==> src/rtl/fp_pkg.sv <==
// Shared floating-point definitions: exception flag positions, rounding-mode
// encodings and the canonical quiet-NaN pattern for any exponent/fraction split.
package fp_pkg;

    localparam int NFLAGS  = 5;
    localparam int FLAG_NV = 4;
    localparam int FLAG_DZ = 3;
    localparam int FLAG_OF = 2;
    localparam int FLAG_UF = 1;
    localparam int FLAG_NX = 0;

    typedef enum logic [1:0] {
        RM_RNE = 2'b00,
        RM_RTZ = 2'b01,
        RM_RDN = 2'b10,
        RM_RUP = 2'b11
    } rm_e;

    localparam int QNAN_MAXW = 128;

    // Positive sign, all-ones exponent, fraction MSB set; callers slice to their width.
    function automatic logic [QNAN_MAXW-1:0] fp_qnan(input int exp_w, input int frac_w);
        logic [QNAN_MAXW-1:0] v;
        v = '0;
        for (int k = 0; k < exp_w + 1; k++) begin
            v[frac_w - 1 + k] = 1'b1;
        end
        return v;
    endfunction

endpackage

==> src/rtl/fp_round.sv <==
// Combinational normalize/round/pack for a full-width significand product;
// selects Inf/max-finite on overflow and signed zero on underflow.
module fp_round
    import fp_pkg::*;
#(
    parameter int EXP   = 8,
    parameter int FRAC  = 23,
    parameter int WIDTH = EXP + FRAC + 1
) (
    input  logic                  i_sign,
    input  logic signed [EXP+1:0] i_exp,
    input  logic [2*FRAC+1:0]     i_prod,
    input  rm_e                   i_rm,
    output logic [WIDTH-1:0]      o_res,
    output logic [NFLAGS-1:0]     o_flags
);

    localparam int EW  = EXP + 2;
    localparam int PW  = 2 * FRAC + 2;
    localparam int LZW = $clog2(PW + 1);
    localparam logic [EW-1:0] EXP_MAX = EW'((1 << EXP) - 1);

    logic [LZW-1:0]       w_lz;
    logic [PW-1:0]        w_norm;
    logic [FRAC:0]        w_mant;
    logic                 w_g;
    logic                 w_r;
    logic                 w_s;
    logic                 w_inexact;
    logic                 w_round_up;
    logic [FRAC+1:0]      w_mant_rnd;
    logic signed [EW-1:0] w_exp_norm;
    logic signed [EW-1:0] w_exp_rnd;
    logic                 w_uf;
    logic                 w_of;
    logic                 w_zero;
    logic                 w_to_inf;

    // Highest set bit wins; a product in [2,4) has lz=0 and keeps the +1 exponent step.
    always_comb begin
        w_lz = '0;
        for (int k = 0; k < PW; k++) begin
            if (i_prod[k]) begin
                w_lz = LZW'(PW - 1 - k);
            end
        end
    end

    assign w_norm     = i_prod << w_lz;
    assign w_mant     = w_norm[PW-1 -: FRAC+1];
    assign w_g        = w_norm[FRAC];
    assign w_r        = w_norm[FRAC-1];
    assign w_s        = |w_norm[FRAC-2:0];
    assign w_inexact  = w_g | w_r | w_s;
    assign w_exp_norm = i_exp + EW'(1) - EW'(w_lz);

    always_comb begin
        w_round_up = 1'b0;
        case (i_rm)
            RM_RNE:  w_round_up = w_g & (w_r | w_s | w_mant[0]);
            RM_RTZ:  w_round_up = 1'b0;
            RM_RDN:  w_round_up = w_inexact & i_sign;
            RM_RUP:  w_round_up = w_inexact & ~i_sign;
            default: w_round_up = 1'b0;
        endcase
    end

    assign w_mant_rnd = {1'b0, w_mant} + (FRAC+2)'(w_round_up);
    assign w_exp_rnd  = w_exp_norm + EW'(w_mant_rnd[FRAC+1]);
    assign w_zero     = ~w_mant_rnd[FRAC+1] & ~w_mant_rnd[FRAC];
    assign w_uf       = w_exp_norm[EW-1] | (w_exp_norm == '0);
    assign w_of       = ~w_exp_rnd[EW-1] & (w_exp_rnd >= EXP_MAX);
    assign w_to_inf   = (i_rm == RM_RNE) | ((i_rm == RM_RUP) & ~i_sign) |
                        ((i_rm == RM_RDN) & i_sign);

    always_comb begin
        o_res   = '0;
        o_flags = '0;
        if (w_zero) begin
            o_res = {i_sign, {(WIDTH-1){1'b0}}};
        end else if (w_uf) begin
            o_res            = {i_sign, {(WIDTH-1){1'b0}}};
            o_flags[FLAG_UF] = 1'b1;
            o_flags[FLAG_NX] = 1'b1;
        end else if (w_of) begin
            o_res = w_to_inf ? {i_sign, {EXP{1'b1}}, {FRAC{1'b0}}}
                             : {i_sign, {(EXP-1){1'b1}}, 1'b0, {FRAC{1'b1}}};
            o_flags[FLAG_OF] = 1'b1;
            o_flags[FLAG_NX] = 1'b1;
        end else begin
            o_res            = {i_sign, w_exp_rnd[EXP-1:0], w_mant_rnd[FRAC-1:0]};
            o_flags[FLAG_NX] = w_inexact;
        end
    end

endmodule

==> src/rtl/fmul_pipe.sv <==
// Three-stage floating-point multiplier with valid/ready flow control:
// S1 unpack/classify/exponent sum, S2 significand multiply, S3 round and pack.
module fmul_pipe
    import fp_pkg::*;
#(
    parameter int EXP   = 8,
    parameter int FRAC  = 23,
    parameter int WIDTH = EXP + FRAC + 1
) (
    input  logic              clk,
    input  logic              rst,
    input  logic              in_valid,
    output logic              in_ready,
    input  logic [WIDTH-1:0]  a,
    input  logic [WIDTH-1:0]  b,
    input  logic [1:0]        round_mode,
    output logic              out_valid,
    input  logic              out_ready,
    output logic [WIDTH-1:0]  r,
    output logic [NFLAGS-1:0] flags
);

    localparam int EW   = EXP + 2;
    localparam int PW   = 2 * FRAC + 2;
    localparam int BIAS = (1 << (EXP - 1)) - 1;
    localparam logic [QNAN_MAXW-1:0] QNAN_FULL = fp_qnan(EXP, FRAC);
    localparam logic [WIDTH-1:0]     QNAN      = QNAN_FULL[WIDTH-1:0];

    logic [WIDTH-1:0] w_op      [2];
    logic [EXP-1:0]   w_eff_exp [2];
    logic [FRAC:0]    w_mant    [2];
    logic [1:0]       w_is_zero;
    logic [1:0]       w_is_inf;
    logic [1:0]       w_is_nan;

    assign w_op[0] = a;
    assign w_op[1] = b;

    genvar gi;
    generate
        for (gi = 0; gi < 2; gi++) begin : g_unpack
            logic [EXP-1:0]  w_e;
            logic [FRAC-1:0] w_f;
            assign w_e            = w_op[gi][WIDTH-2:FRAC];
            assign w_f            = w_op[gi][FRAC-1:0];
            assign w_is_zero[gi]  = (w_e == '0) & (w_f == '0);
            assign w_is_inf[gi]   = (&w_e) & (w_f == '0);
            assign w_is_nan[gi]   = (&w_e) & (|w_f);
            // Subnormals: hidden bit 0, exponent treated as 1.
            assign w_mant[gi]     = {|w_e, w_f};
            assign w_eff_exp[gi]  = (w_e == '0) ? EXP'(1) : w_e;
        end
    endgenerate

    logic                 w_sign;
    logic signed [EW-1:0] w_exp_sum;
    logic                 w_special;
    logic                 w_spec_nv;
    logic [WIDTH-1:0]     w_spec_res;

    assign w_sign    = w_op[0][WIDTH-1] ^ w_op[1][WIDTH-1];
    assign w_exp_sum = EW'(w_eff_exp[0]) + EW'(w_eff_exp[1]) - EW'(BIAS);

    always_comb begin
        w_special  = 1'b1;
        w_spec_nv  = 1'b0;
        w_spec_res = '0;
        if ((|w_is_nan) | ((|w_is_inf) & (|w_is_zero))) begin
            w_spec_res = QNAN;
            w_spec_nv  = 1'b1;
        end else if (|w_is_inf) begin
            w_spec_res = {w_sign, {EXP{1'b1}}, {FRAC{1'b0}}};
        end else if (|w_is_zero) begin
            w_spec_res = {w_sign, {(WIDTH-1){1'b0}}};
        end else begin
            w_special = 1'b0;
        end
    end

    // Stage load enables: a stage loads when empty or when its content moves on.
    logic r_s1_valid, r_s2_valid, r_s3_valid;
    logic w_ld_s1, w_ld_s2, w_ld_s3;

    assign w_ld_s3   = ~r_s3_valid | out_ready;
    assign w_ld_s2   = ~r_s2_valid | w_ld_s3;
    assign w_ld_s1   = ~r_s1_valid | w_ld_s2;
    assign in_ready  = w_ld_s1;
    assign out_valid = r_s3_valid;

    always_ff @(posedge clk or posedge rst) begin
        if (rst) begin
            r_s1_valid <= 1'b0;
            r_s2_valid <= 1'b0;
            r_s3_valid <= 1'b0;
        end else begin
            if (w_ld_s1) r_s1_valid <= in_valid;
            if (w_ld_s2) r_s2_valid <= r_s1_valid;
            if (w_ld_s3) r_s3_valid <= r_s2_valid;
        end
    end

    logic                 r_s1_sign;
    logic signed [EW-1:0] r_s1_exp;
    logic [FRAC:0]        r_s1_ma;
    logic [FRAC:0]        r_s1_mb;
    rm_e                  r_s1_rm;
    logic                 r_s1_special;
    logic                 r_s1_spec_nv;
    logic [WIDTH-1:0]     r_s1_spec_res;

    always_ff @(posedge clk or posedge rst) begin
        if (rst) begin
            r_s1_sign     <= 1'b0;
            r_s1_exp      <= '0;
            r_s1_ma       <= '0;
            r_s1_mb       <= '0;
            r_s1_rm       <= RM_RNE;
            r_s1_special  <= 1'b0;
            r_s1_spec_nv  <= 1'b0;
            r_s1_spec_res <= '0;
        end else if (w_ld_s1 && in_valid) begin
            r_s1_sign     <= w_sign;
            r_s1_exp      <= w_exp_sum;
            r_s1_ma       <= w_mant[0];
            r_s1_mb       <= w_mant[1];
            r_s1_rm       <= rm_e'(round_mode);
            r_s1_special  <= w_special;
            r_s1_spec_nv  <= w_spec_nv;
            r_s1_spec_res <= w_spec_res;
        end
    end

    logic                 r_s2_sign;
    logic signed [EW-1:0] r_s2_exp;
    logic [PW-1:0]        r_s2_prod;
    rm_e                  r_s2_rm;
    logic                 r_s2_special;
    logic                 r_s2_spec_nv;
    logic [WIDTH-1:0]     r_s2_spec_res;

    always_ff @(posedge clk or posedge rst) begin
        if (rst) begin
            r_s2_sign     <= 1'b0;
            r_s2_exp      <= '0;
            r_s2_prod     <= '0;
            r_s2_rm       <= RM_RNE;
            r_s2_special  <= 1'b0;
            r_s2_spec_nv  <= 1'b0;
            r_s2_spec_res <= '0;
        end else if (w_ld_s2 && r_s1_valid) begin
            r_s2_sign     <= r_s1_sign;
            r_s2_exp      <= r_s1_exp;
            r_s2_prod     <= {{(FRAC+1){1'b0}}, r_s1_ma} * {{(FRAC+1){1'b0}}, r_s1_mb};
            r_s2_rm       <= r_s1_rm;
            r_s2_special  <= r_s1_special;
            r_s2_spec_nv  <= r_s1_spec_nv;
            r_s2_spec_res <= r_s1_spec_res;
        end
    end

    logic [WIDTH-1:0]  w_rnd_res;
    logic [NFLAGS-1:0] w_rnd_flags;
    logic [NFLAGS-1:0] w_spec_flags;
    logic [WIDTH-1:0]  r_res;
    logic [NFLAGS-1:0] r_flags;

    fp_round #(
        .EXP   (EXP),
        .FRAC  (FRAC),
        .WIDTH (WIDTH)
    ) u_round (
        .i_sign  (r_s2_sign),
        .i_exp   (r_s2_exp),
        .i_prod  (r_s2_prod),
        .i_rm    (r_s2_rm),
        .o_res   (w_rnd_res),
        .o_flags (w_rnd_flags)
    );

    always_comb begin
        w_spec_flags          = '0;
        w_spec_flags[FLAG_NV] = r_s2_spec_nv;
    end

    always_ff @(posedge clk or posedge rst) begin
        if (rst) begin
            r_res   <= '0;
            r_flags <= '0;
        end else if (w_ld_s3 && r_s2_valid) begin
            r_res   <= r_s2_special ? r_s2_spec_res : w_rnd_res;
            r_flags <= r_s2_special ? w_spec_flags  : w_rnd_flags;
        end
    end

    assign r     = r_res;
    assign flags = r_flags;

endmodule

==> config.mk <==
export PLATFORM = sky130hd
export DESIGN_NAME = fmul_pipe
export DESIGN_NICKNAME = d
export VERILOG_FILES = /design/src/rtl/fp_pkg.sv /design/src/rtl/fp_round.sv /design/src/rtl/fmul_pipe.sv
export SDC_FILE = /design/constraint.sdc
export NUM_CORES = 2
export LEC_CHECK = 0
export ABC_AREA = 1
export CAP_MARGIN = 20
export CORE_UTILIZATION = 35
export CTS_BUF_LIST = sky130_fd_sc_hd__clkbuf_8
export DETAILED_ROUTE_END_ITERATION = 6
export PLACE_DENSITY = 0.53
export SETUP_SLACK_MARGIN = 0.3
export SLEW_MARGIN = 20
export SYNTH_ARGS = -nofsm -noshare
export SYNTH_HDL_FRONTEND = slang
export SYNTH_SLANG_ARGS = --single-unit
==> constraint.sdc <==
create_clock -name clk -period 8.91 [get_ports clk]
set_clock_uncertainty 0.2 [all_clocks]
set_input_delay 1.3365 -clock clk [delete_from_list [all_inputs] [get_ports clk]]
set_output_delay 1.3365 -clock clk [all_outputs]
set_load 0.005 [all_outputs]
==> After elaboration in Yosys (flattened, before gate mapping) <==
Cells that the tools add are included.
{ "word_totals": {"reg_bits": 230, "elab_cells": 154, "out_inout_bits": 39, "latchBits": 0, "mem_bits_rw": 0, "mem_bits_ro": 0, "in_bits": 70, "n_memories": 0} }
{ "classes": {"n_lt_le_gt_ge": 1, "n_div": 0, "n_reduce_logical": 19, "add_sub_neg": 6, "eq_ne": 3, "n_mux": 70, "n_bitwise": 33, "shift": 1, "mul": 1} }
{ "ops": {"columns": ["operator", "n"], "rows": [
  ["6-bit two-way mux", 48],
  ["32-bit two-way mux", 4],
  ["31-bit two-way mux", 3],
  ["24-bit by 24-bit multiplier with 48-bit output", 1],
  ["48-bit by 6-bit left shift with 48-bit output", 1],
  ["23-bit zero test", 2],
  ["23-bit OR reduction", 2],
  ["24-bit by 1-bit adder with 25-bit output", 1],
  ["24-bit two-way mux", 1],
  ["22-bit OR reduction", 1],
  ["8-bit zero test", 2],
  ["8-bit two-way mux", 2],
  ["8-bit AND reduction", 2],
  ["8-bit OR reduction", 2],
  ["1-bit AND", 14],
  ["1-bit bitwise OR", 11],
  ["10-bit by 1-bit adder with 10-bit output", 1],
  ["10-bit by 1-bit adder with 10-bit output, second input constant", 1],
  ["10-bit by 8-bit >= comparator with 1-bit output, second input constant", 1],
  ["10-bit zero test", 1],
  ["10-bit by 6-bit subtractor with 10-bit output", 1],
  ["9-bit by 7-bit subtractor with 10-bit output, second input constant", 1],
  ["8-bit by 8-bit adder with 9-bit output", 1],
  ["1-bit two-way mux", 9],
  ["10 further kinds", 21]
]} }

==> Depth between registers and ports, before layout <==
{ "logic_depth": {"word_depth": 62, "ltp_mapped": 86, "ltp_nobuf": 84} }

==> Hierarchy <==
From an unflattened synthesis, not the netlist that was laid out.
{ "hier_totals": {"hier_cells": 4813, "area_unflattened_um2": 33130.5} }
{ "modules_own_cells": {"columns": ["module", "instances", "cells_per_inst", "area_each_um2", "seq_area_each_um2"], "rows": [
  ["fmul_pipe", 1, 3714, 27747.9, 4254.1],
  ["fp_round", 1, 1099, 5382.7, 0.0]
]} }

==> Worst setup path before layout <==
Ideal clock, no wire load.
{ "synth_timing": {"path_kind": "register to register", "from": "register r_s1_ma[13]", "to": "register r_s2_prod[47]", "slack_ns": 1.175, "synth_period_minus_slack_ns": 7.735, "required_ns": 8.581, "path_stages_with_launch": 38, "n_path_buf": 2, "arrival_time_ns": 7.405, "setup_time_ns": 0.129, "path_cell_list": "dfrtp_1 clkbuf_1 clkbuf_1 nand2_1 fa_1 inv_1 fa_1 fa_1 inv_1 fa_1 fa_1 inv_1 fa_1 fa_1 ha_1 nand2_1 o21ai_0 a21oi_1 [2 not listed] inv_1 a21oi_1 o21bai_1 a21o_1 a21oi_1 o21ai_1 a21oi_1 o21ai_1 nand3_1 nand2_1 a21oi_1 o21ai_1 nand3_1 nand2_1 inv_1 o41ai_1 xor2_1 o21ai_1"} }
{ "synth_between": {"elab_chain_cells": 1} }
{ "synth_rtl": {"columns": ["element", "line_no", "source"], "rows": [
  ["start: declaration", "fmul_pipe.sv:104", "logic [FRAC:0] r_s1_ma;"],
  ["start signal: assignment", "fmul_pipe.sv:124", "r_s1_ma <= w_mant[0];"],
  ["24-bit by 24-bit multiplier with 48-bit output", "fmul_pipe.sv:153", "r_s2_prod <= {{(FRAC+1){1'b0}}, r_s1_ma} * {{(FRAC+1){1'b0}}, r_s1_mb};"],
  ["end signal: assignment", "fmul_pipe.sv:153", null],
  ["end: declaration", "fmul_pipe.sv:135", "logic [PW-1:0] r_s2_prod;"]
]} }
Every way passes these cells.
A chain may end at the register's enable or synchronous reset.

==> Final worst setup path <==
{ "layout_timing": {"from": "register r_s1_mb[12]", "to": "register r_s2_prod[46]"} }
{ "layout_between": {"elab_chain_cells": 1} }
{ "layout_rtl": {"columns": ["element", "line_no", "source"], "rows": [
  ["start: declaration", "fmul_pipe.sv:105", "logic [FRAC:0] r_s1_mb;"],
  ["start signal: assignment", "fmul_pipe.sv:125", "r_s1_mb <= w_mant[1];"],
  ["24-bit by 24-bit multiplier with 48-bit output", "fmul_pipe.sv:153", null]
]} }
Every way passes these cells.

==> results.toml <==
[run_status]
outcome = "finished clean"

[clock_network]
hold_buffers = 0
root_buffer = "clkbuf_8"
cts_buffers = 17
cts_tree = "yes"
cts-htree-levels = 4
cts_max_path_buffers = 2
clk_latency_ns = 0.59
clock-sinks = 169
clk_pin_slew_worst_paths_ns = 0.12

[place]
gp_congestion = 0.894
port_buffers = 107
dp_hpwl_um = 72700

[timing]
finalCriticalPeriod_ns = 8.03
slew_headroom = 0.321
rsz0062_at_grt = "yes"
timing.fmax_mhz = 125
finalHoldViolations = 0
slew_violations = 0
fin_crit_sh = 0.901
tns_ns = 0
worst_pin_slew_ns = 1.01
finalSetupViolCount = 0

[setup_path]
r2r_cells = 36
critPathSlowestCell = "dfrtp_1"
crit_path_max_incr_delay_ns = 0.74
crit_path_frequent_cell = "nand2_1"
worstSetupEndpointType = "flip-flop"
cp_data_arrival_time_ns = 8.26
criticalPathCategory = "reg2reg"
critPathRequiredTime_ns = 9.14
critPathMaxFanout = 15
start_kind = "flip-flop"

[floorplan]
dieWidth_um = 297
row_count = 107
start_util = 0.356
io-pin-count = 109
fp.dieH_um = 297
die-area_sq_um = 88300
coreArea_sq_um = 85700

[global_routing]
grt_max_degree = 119
grt_pass1_vias = 26800
track_usage = 0.209
antenna_found_initial = 1
grt_pass1_wl_um = 147000
grt-ovfl-total = 0

[routing]
wire_per_inst_um = 17.2
via_per_inst = 4.93
antenna_left = 0
wirelength_um = 91100
vias = 26100
dr.pass1.iters = 7
drt-initial-drc-count = 1969
drc_errors = 0

[logic_synthesis]
synth_nets = 4907
yosys.area.top_type_share = 0.318
seq_area_frac_synth = 0.139
ys_types = 50
syn_area_sq_um = 30500
synth_edf_count = 0
yosysWarnings = 0
yosys-top-cells-count = "nand2_1, inv_1, fa_1"
postSynthAreaPerCell_sq_um = 7.36
ys_ff_latch = 169
synth_top_area_cell = "fa_1"
synth.most_common_cell = "nand2_1"
synthTopCellsByArea = "fa_1, nand2_1, dfrtp_1"
syn_inst = 4145
async_reset_ff_frac = 1.00
ys.flop_type = "dfrtp_1"

[min_path]
worstHoldPathCells = 2
hp-class = "reg2reg"

[layout]
syn_to_final_growth_pct = 10.9
nNetsFinal = 4901
drive_gt1_frac = 0.0665

[job]
drv_cap = 0
path summary, 6_finish.rpt:
kind / slack, ns / endpoint / start
worst max-delay path: 0.88 / r_s2_prod[46]$_DFFE_PP0P_ / r_s1_mb[12]$_DFFE_PP0P_
worst min-delay path: 0.28 / r_s2_exp[3]$_DFFE_PP0P_ / r_s1_exp[3]$_DFFE_PP0P_
worst max register to register: 0.88 / r_s2_prod[46]$_DFFE_PP0P_ / r_s1_mb[12]$_DFFE_PP0P_
worst min register to register: 0.28 / r_s2_exp[3]$_DFFE_PP0P_ / r_s1_exp[3]$_DFFE_PP0P_
max in group asynchronous: 6.01 / r_s1_mb[0]$_DFFE_PP0P_ / rst
min in group asynchronous: 1.12 / r_s1_ma[23]$_DFFE_PP0P_ / rst
routing by layer:
layer,global-route usage,share of wire,up-vias
met1,0.286,0.46,12900
met4,0.0457,0.019,0
li1,-,-,12400
met5,0,0,-
met2,0.356,0.47,672
met3,0.0234,0.049,115
cells in the final DEF (no fill, tap or decap), drive strengths merged, types with 22 or more instances in the layout:
cell type	count
nand2	1179
inv	903
fa	484
nand3	385
ha	208
dfrtp	169
o21ai	156
nor2	138
clkdlybuf4s50	107
buf	103
a21oi	97
xor2	30
xnor2	28
nand4	26
nor3	24
clkbuf	23
nor4	22
cell type report:
cell class | count | area [sq um]
inverter | 898 | 3380
multi-input combinational | 2838 | 22300
fill | 9089 | 51900
clock buffer | 18 | 248
clock inverter | 14 | 173
sequential | 169 | 4270
antenna | 1 | 2.50
tap | 1144 | 1430
timing repair buffer | 215 | 2020
critical path: cells and delay by family (launching register included):
kind | cells | cell delay [ns]
fa+ha+maj | 8 | 3.81
buf+inv | 6 | 0.67
flops | 1 | 0.74
xor+xnor | 1 | 0.19
compound gates | 5 | 0.87
simple gates | 16 | 1.43
timing repair:
item / 4_1_cts / 5_1_grt
gates resized for setup: 0 / 111
endpoints found under the setup margin: 0 / 42
setup buffers: 0 / 18
kinds of logic after synthesis:
kind of cell    after synthesis  share of synthesized area
simple gates               1782                      0.242
buf+inv                    1139                      0.142
compound gates              304                     0.0571
xor+xnor                     58                     0.0167
fa+ha+maj                   692                      0.403
other cells                   1                   0.000123
flops                       169                      0.139
per-stage QoR:
| step | std cells | setup slack, ns | hold slack, ns | instance area [sq um] | utilization |
|---|---|---|---|---|---|
| floorplan | 4145 | 1.18 | 0.242 | 30500 | - |
| global placement | 5240 | 0.390 | 0.261 | 32700 | 0.382 |
| detailed placement | 5240 | 0.361 | 0.264 | 32700 | 0.382 |
| CTS | 5272 | 0.319 | 0.296 | 33200 | 0.387 |
| global route | 5297 | 0.231 | 0.317 | 33800 | 0.395 |
| finish | 5297 | 0.879 | 0.285 | 33800 | 0.395 |
sequential cells by signal, indices dropped and copies added, names as in the netlist:
| signal | flops |
|---|---|
| flags | 4 |
| out_valid | 1 |
| r | 32 |
| r_s1_exp | 10 |
| r_s1_ma | 24 |
| r_s1_mb | 24 |
| r_s1_rm | 2 |
| r_s1_sign | 1 |
| r_s1_spec_res | 3 |
| r_s1_special | 1 |
| r_s1_valid | 1 |
| r_s2_exp | 10 |
| r_s2_prod | 48 |
| r_s2_rm | 2 |
| r_s2_sign | 1 |
| r_s2_spec_res | 3 |
| r_s2_special | 1 |
| r_s2_valid | 1 |
Power is not shown: default switching activity piles up to over one toggle a cycle in this logic, so the estimate is an artifact.
